[src/rtl/clk_div_pkg.sv]
// Shared defaults, channel-select width helper and per-channel state record
// for the clk_div_bank divider bank.
package clk_div_pkg;

    localparam int CHANNELS_DEF = 4;
    localparam int DIV_W_DEF    = 16;
    localparam int DEF_DIV_DEF  = 50000;

    // State fields are held at a fixed width so one record type serves any DIV_W
    // up to this limit; the unused upper bits stay zero and trim away.
    localparam int STATE_W = 32;

    function automatic int ch_width(input int n);
        return (n <= 2) ? 1 : $clog2(n);
    endfunction

    typedef struct packed {
        logic [STATE_W-1:0] d;
        logic [STATE_W-1:0] p;
        logic               pend;
        logic [STATE_W-1:0] cnt;
        logic               clk;
        logic               tick;
    } chan_state_t;

endpackage

[src/rtl/clk_div_chan.sv]
// One divider channel: counter, active/pending divisor and glitch-free apply at wrap.
// Optional CLK_DIV_SYNC_EN adds a sync input that restarts the phase immediately.
module clk_div_chan
    import clk_div_pkg::*;
#(
    parameter int DIV_W   = DIV_W_DEF,
    parameter int DEF_DIV = DEF_DIV_DEF
) (
    input  logic             clk,
    input  logic             reset,
    input  logic             wr,
    input  logic [DIV_W-1:0] wr_div,
`ifdef CLK_DIV_SYNC_EN
    input  logic             sync,
`endif
    output logic             clk_o,
    output logic             tick_o,
    output logic             pend_o
);

    localparam logic [STATE_W-1:0] ONE     = STATE_W'(1);
    localparam logic [STATE_W-1:0] DEF_EXT = STATE_W'(DEF_DIV);
    localparam chan_state_t RST_ST = '{
        d: DEF_EXT, p: DEF_EXT, pend: 1'b0, cnt: '0, clk: 1'b0, tick: 1'b0
    };

    chan_state_t st, st_nxt;
    logic [STATE_W-1:0] wr_ext;

    assign wr_ext = STATE_W'(wr_div);

    always_comb begin
        st_nxt      = st;
        st_nxt.tick = 1'b0;
        if (st.d == '0) begin
            st_nxt.cnt = '0;
            st_nxt.clk = 1'b0;
            if (st.pend) begin
                st_nxt.d    = st.p;
                st_nxt.pend = 1'b0;
            end
        end else if (st.cnt == st.d - ONE) begin
            st_nxt.cnt  = '0;
            st_nxt.tick = 1'b1;
            if (st.pend) begin
                st_nxt.d    = st.p;
                st_nxt.pend = 1'b0;
                // Switching to a stopped divisor parks the clock low.
                st_nxt.clk  = (st.p != '0) && !st.clk;
            end else begin
                st_nxt.clk  = !st.clk;
            end
        end else begin
            st_nxt.cnt = st.cnt + ONE;
        end
        // A write on a wrap edge lands after the apply, so it waits for the next wrap.
        if (wr) begin
            st_nxt.p    = wr_ext;
            st_nxt.pend = 1'b1;
        end
`ifdef CLK_DIV_SYNC_EN
        if (sync) begin
            st_nxt.cnt  = '0;
            st_nxt.clk  = 1'b0;
            st_nxt.tick = 1'b0;
            st_nxt.d    = st.pend ? st.p : st.d;
            st_nxt.pend = 1'b0;
            if (wr) st_nxt.d = wr_ext;
        end
`endif
    end

    always_ff @(posedge clk or posedge reset) begin
        if (reset) st <= RST_ST;
        else       st <= st_nxt;
    end

    assign clk_o  = st.clk;
    assign tick_o = st.tick;
    assign pend_o = st.pend;

endmodule

[src/rtl/clk_div_bank.sv]
// Bank of CHANNELS programmable clock dividers sharing one divisor write port.
// Define CLK_DIV_SYNC_EN to add the global sync (phase restart) input.
module clk_div_bank
    import clk_div_pkg::*;
#(
    parameter  int CHANNELS = CHANNELS_DEF,
    parameter  int DIV_W    = DIV_W_DEF,
    parameter  int DEF_DIV  = DEF_DIV_DEF,
    localparam int CH_W     = ch_width(CHANNELS)
) (
    input  logic                clk,
    input  logic                reset,
    input  logic                wr_en,
    input  logic [CH_W-1:0]     wr_ch,
    input  logic [DIV_W-1:0]    wr_div,
`ifdef CLK_DIV_SYNC_EN
    input  logic                sync,
`endif
    output logic [CHANNELS-1:0] clk_o,
    output logic [CHANNELS-1:0] tick_o,
    output logic [CHANNELS-1:0] pend_o
);

    logic [CHANNELS-1:0] wr_sel;

    // Out-of-range channel numbers match no lane and are dropped.
    for (genvar i = 0; i < CHANNELS; i++) begin : g_chan
        assign wr_sel[i] = wr_en && (wr_ch == CH_W'(i));

        clk_div_chan #(
            .DIV_W   (DIV_W),
            .DEF_DIV (DEF_DIV)
        ) u_chan (
            .clk    (clk),
            .reset  (reset),
            .wr     (wr_sel[i]),
            .wr_div (wr_div),
`ifdef CLK_DIV_SYNC_EN
            .sync   (sync),
`endif
            .clk_o  (clk_o[i]),
            .tick_o (tick_o[i]),
            .pend_o (pend_o[i])
        );
    end

endmodule

[config.mk]
export PLATFORM = sky130hd
export DESIGN_NAME = clk_div_bank
export DESIGN_NICKNAME = d
export VERILOG_FILES = /design/src/rtl/clk_div_pkg.sv /design/src/rtl/clk_div_chan.sv /design/src/rtl/clk_div_bank.sv
export SDC_FILE = /design/constraint.sdc
export NUM_CORES = 1
export LEC_CHECK = 0
export ABC_AREA = 1
export ABC_CLOCK_PERIOD_IN_PS = 23100
export CORE_MARGIN = 3
export CORE_UTILIZATION = 39
export CTS_CLUSTER_DIAMETER = 60
export CTS_CLUSTER_SIZE = 30
export DETAILED_ROUTE_END_ITERATION = 16
export PLACE_DENSITY = 0.63
export SLEW_MARGIN = 20
export SYNTH_ARGS = -nofsm -noshare
export SYNTH_HDL_FRONTEND = slang
export SYNTH_SLANG_ARGS = --single-unit
[constraint.sdc]
create_clock -name clk -period 23.1 [get_ports clk]
set_input_delay 3.465 -clock clk [delete_from_list [all_inputs] [get_ports clk]]
set_output_delay 3.465 -clock clk [all_outputs]
set_load 0.05 [all_outputs]
# Word level (Yosys, flattened, before mapping)
# Index checks and enable logic that the tools add are counted.
# totals
output_inout_bits	12
inputBits	21
elab_cells	108
ff_bits	332
# op_classes
add_sub_neg	8
n_eq_ne	7
n_reduce_logical	29
muxes	40
# ops
operator	count
two-way mux 32 bit	16
two-way mux 34 bit	4
adder 32 x 1 -> 32 bit, second input constant	4
== test 32 bit	4
zero test 32 bit	4
nonzero test 32 bit	4
subtractor 32 x 1 -> 32 bit, second input constant	4
two-way mux 1 bit	16
nonzero test 3 bit	4
logical AND 1 bit	8
two-way mux 2 bit	4
nonzero test 2 bit	4
== test 2 bit, second input constant	2
zero test 1 bit	4
== test 2 x 1 -> 1 bit, second input constant	1
zero test 2 bit	1

# Logic depth before layout (Yosys ltp)
# logic_depth
ltp_word	6
mapped_depth	21
ltp_nobuf	20

# Hierarchy
# A second synthesis with hierarchy kept.
# hier_totals
cells_unflattened	2520
hier_area_um2	17546.8
# modules_own_cells
mod	area_each_um2	n_inst	cells_each
clk_div_chan	4379.2	4	628
clk_div_bank	30.0	1	8

# Worst setup path before layout
# OpenSTA, ideal clock, no wires.
# synth_path
path_kind	input -> register
startpoint	input wr_ch[1]
endpoint	register g_chan[2].u_chan.st[39] (netlist name)
slack_ns	18.952
t_arrival_ns	4.069
cell_stages	6
n_path_buf	1
cell_sequence	inv_1 nor2_1 nand2_1 clkbuf_1 nand2_1 o21ai_0
# synth_via
elab_chain_cells	2
# synth_lines
item	line	text
start, declared	clk_div_bank.sv:14	input logic [CH_W-1:0] wr_ch,
== test 2 bit	clk_div_bank.sv:28	assign wr_sel[i] = wr_en && (wr_ch == CH_W'(i));
logical AND 1 bit	clk_div_bank.sv:28	
end signal, assigned	clk_div_chan.sv:75	else st <= st_nxt;
end, declared	clk_div_chan.sv:27	chan_state_t st, st_nxt;
# No other way between the ends.
# A chain may end at the register's enable or synchronous reset.

# Worst setup path in the final report
# layout_path
startpoint	register g_chan[2].u_chan.st, in the netlist g_chan[2].u_chan.pend_o
endpoint	output pend_o[2]
# layout_rtl
item	line	text
end, declared	clk_div_bank.sv:21	output logic [CHANNELS-1:0] pend_o
# No word-level cell between the ends.

==> flow_summary.json <==
{
  "initial_utilization_pct": 39.8,
  "r2r_cells": 17,
  "ant_nets": 0,
  "ir_drop_v": 0.0000688,
  "root_buffer": "clkbuf_16",
  "setup_violations": 0,
  "crit_chain": "clkdlybuf4s50_1",
  "min_period_ps": 5830,
  "leakagePower_uw": 0.00907,
  "routed_wl_um": 43000,
  "vias_per_cell": 5.09,
  "drive_above_1_share_pct": 6.31,
  "fin_skew_ps": 32.0,
  "synth_common_cells": "nand2_1, nor2_1, inv_1",
  "status": "finished clean",
  "cp_data_required_time_ps": 19640,
  "dpl.hpwl_um": 32200,
  "synth_cells": 2369,
  "critPathBufInv": 1,
  "post_drt_wl_per_cell_um": 14.7,
  "drt_pass1_iterations": 6,
  "die-area_um2": 45600,
  "routed-via-count": 14916,
  "grt_max_degree": 141,
  "synth_edf_count": 0,
  "portBuffers": 32,
  "rsz0062_at_grt": "false",
  "period_share_pct": 25.2,
  "cts_sinks": 268,
  "synthFlopType": "dfrtp_1",
  "syn_area_um2": 16800,
  "postCtsSetupBuffers": 0,
  "cts_resized": 0,
  "power.internal_uw": 1130,
  "antenna_cells": 0,
  "cts_tree": "done",
  "crit_type": "flip-flop to primary output",
  "fmax_mhz": 171,
  "tns_ps": 0,
  "std_cell_rows": 75,
  "clk_pin_slew_ps": 80,
  "synth_top_cell_by_area": "dfrtp_1",
  "avgSynthCellArea_um2": 7.09,
  "hold_buffers": 0,
  "finalMaxSlewViolations": 0,
  "critPathLaunchType": "flip-flop",
  "antenna_found_initial": 0,
  "cp_slowest_cell": "clkdlybuf4s50_1",
  "area_growth_syn_to_layout_pct": 11.2,
  "h-tree-depth": 1,
  "tightest_slew_ps": 1010,
  "clkLatencyLatePin_ps": 600,
  "coreArea_um2": 42200,
  "grt_pass1_vias": 14137,
  "p_switching_uw": 907,
  "pwr_density_cell_nw_per_um2": 109,
  "ys_seq_area_share_pct": 40.3,
  "synthMostInstantiatedCell": "nand2_1",
  "path_depth": 1,
  "crit_family": "buffers and inverters",
  "grt_pass1_wl_um": 71700,
  "nets": 2403,
  "path_max_fanout": 20,
  "ioPinCount": 33,
  "switching_share_pct": 44.4,
  "seq_power_share_pct": 33.6,
  "grt.overflow.total": 0,
  "hold_viol_final": 0,
  "drv_cap": 0,
  "hold_depth": 2,
  "maxSlewHeadroom_pct": 32.4,
  "synthTopCellsByArea": "dfrtp_1, nand2_1, nor2_1",
  "syn_nets": 2402,
  "critPathCaptureType": "primary output",
  "hold_path_class": "flip-flop to flip-flop",
  "globalplace.congestion": 0.931,
  "power_frac_comb_pct": 39.2,
  "yosysWarnings": 0,
  "route.detailed.drc": 0,
  "arrival_ps": 2370,
  "post-route-util_pct": 44.2,
  "cpPeakStageDelay_ps": 1000,
  "clkPwrFrac_pct": 27.2,
  "ys_types": 41,
  "clockBufferDepth": 3,
  "synth-seq-cells": 268,
  "synthArstFlopShare_pct": 100,
  "die_x_um": 213,
  "drtIter0Drc": 1210,
  "die_y_um": 213,
  "synth_top_area_share_pct": 32.8,
  "cts_made_buffers": 29,
  "gr-usage-all-layers_pct": 19.1
}
==> final cells by class <==
class | instances | area (um2)
inverter | 253 | 957
timing repair buffer | 35 | 363
fill | 4321 | 23600
tap | 539 | 674
sequential | 268 | 6770
clock buffer | 29 | 726
clock inverter | 25 | 473
multi-input combinational | 1783 | 8720
==> metrics by stage <==
stage / hold slack (ps) / power, uW / setup WS (ps) / cell area [um2] / std cells
final: 484 / 2040 / 17270 / 18700 / 2932
after global routing: 498 / 2210 / 17160 / 18700 / 2932
after CTS: 486 / 2060 / 17240 / 18600 / 2931
after detailed placement: 472 / 1490 / 17310 / 17400 / 2877
after global placement: 461 / 1470 / 17350 / 17400 / 2877
after floorplan: 442 / 1310 / 12330 / 16800 / 2369
==> final timing paths <==
kind | start | end | slack, ps
worst min-delay path | g_chan[3].u_chan.st[81] | g_chan[3].u_chan.st[81] | 480
worst max-delay path | g_chan[2].u_chan.pend_o | pend_o[2] | 17270
min in group asynchronous | reset | g_chan[3].u_chan.st[29] | 3290
max in group asynchronous | reset | g_chan[1].u_chan.st[48] | 18100
worst max register to register | g_chan[2].u_chan.st[74] | g_chan[2].u_chan.st[77] | 19210
worst min register to register | g_chan[3].u_chan.st[81] | g_chan[3].u_chan.st[81] | 480
==> state kept, by name (all words and copies together), names as in the netlist <==
| signal | flops |
|---|---|
| g_chan.u_chan.tick_o | 4 |
| g_chan.u_chan.st | 256 |
| g_chan.u_chan.pend_o | 4 |
| g_chan.u_chan.clk_o | 4 |
==> kinds of logic after synthesis <==
logic type	after synthesis	share of synthesized area [%]
buf+inv	318	7.79
flops	268	40.3
fa+ha+maj	12	0.894
simple gates	1458	37.4
compound gates	133	4.14
xor+xnor	180	9.47
==> power groups by stage <==
stage	registers, uW	clock network, uW	logic (uW)
after global placement	691	0	782
final	686	555	800
after global routing	702	589	921
after CTS	685	572	799
after detailed placement	693	0	795
after floorplan	651	0	656
==> cells in the final DEF, fill, tap and decap left out, types with 4 or more instances in the layout <==
cell             count
nand3_2              4
clkinv_16            5
xnor2_1             29
clkdlybuf4s50_1     32
o21ai_1              5
dfstp_2             48
nor2_1             363
nor4_1              24
a21oi_1             13
nor2_2               7
inv_1              249
clkbuf_16           29
nand2_2              9
inv_12               4
ha_1                12
xor2_1             150
nand3_1            184
a31oi_1              5
nor3_1              62
nand3b_1            16
nand2_4              4
nand4_1             62
o21ai_0            102
dfrtp_1            220
or2_2               11
inv_16               7
nor2_4               5
inv_8                5
and2_1               4
nand2_1            691
==> per-layer routing <==
metal / global-route usage [%] / part of all wire, % / vias up
met2: 30.3 / 44 / 358
met5: 0 / 0 / -
met3: 2.44 / 5.0 / 73
met4: 5.15 / 2.5 / 0
li1: - / - / 7513
met1: 27.6 / 48 / 6972
Power figures use the tool's default switching activity.
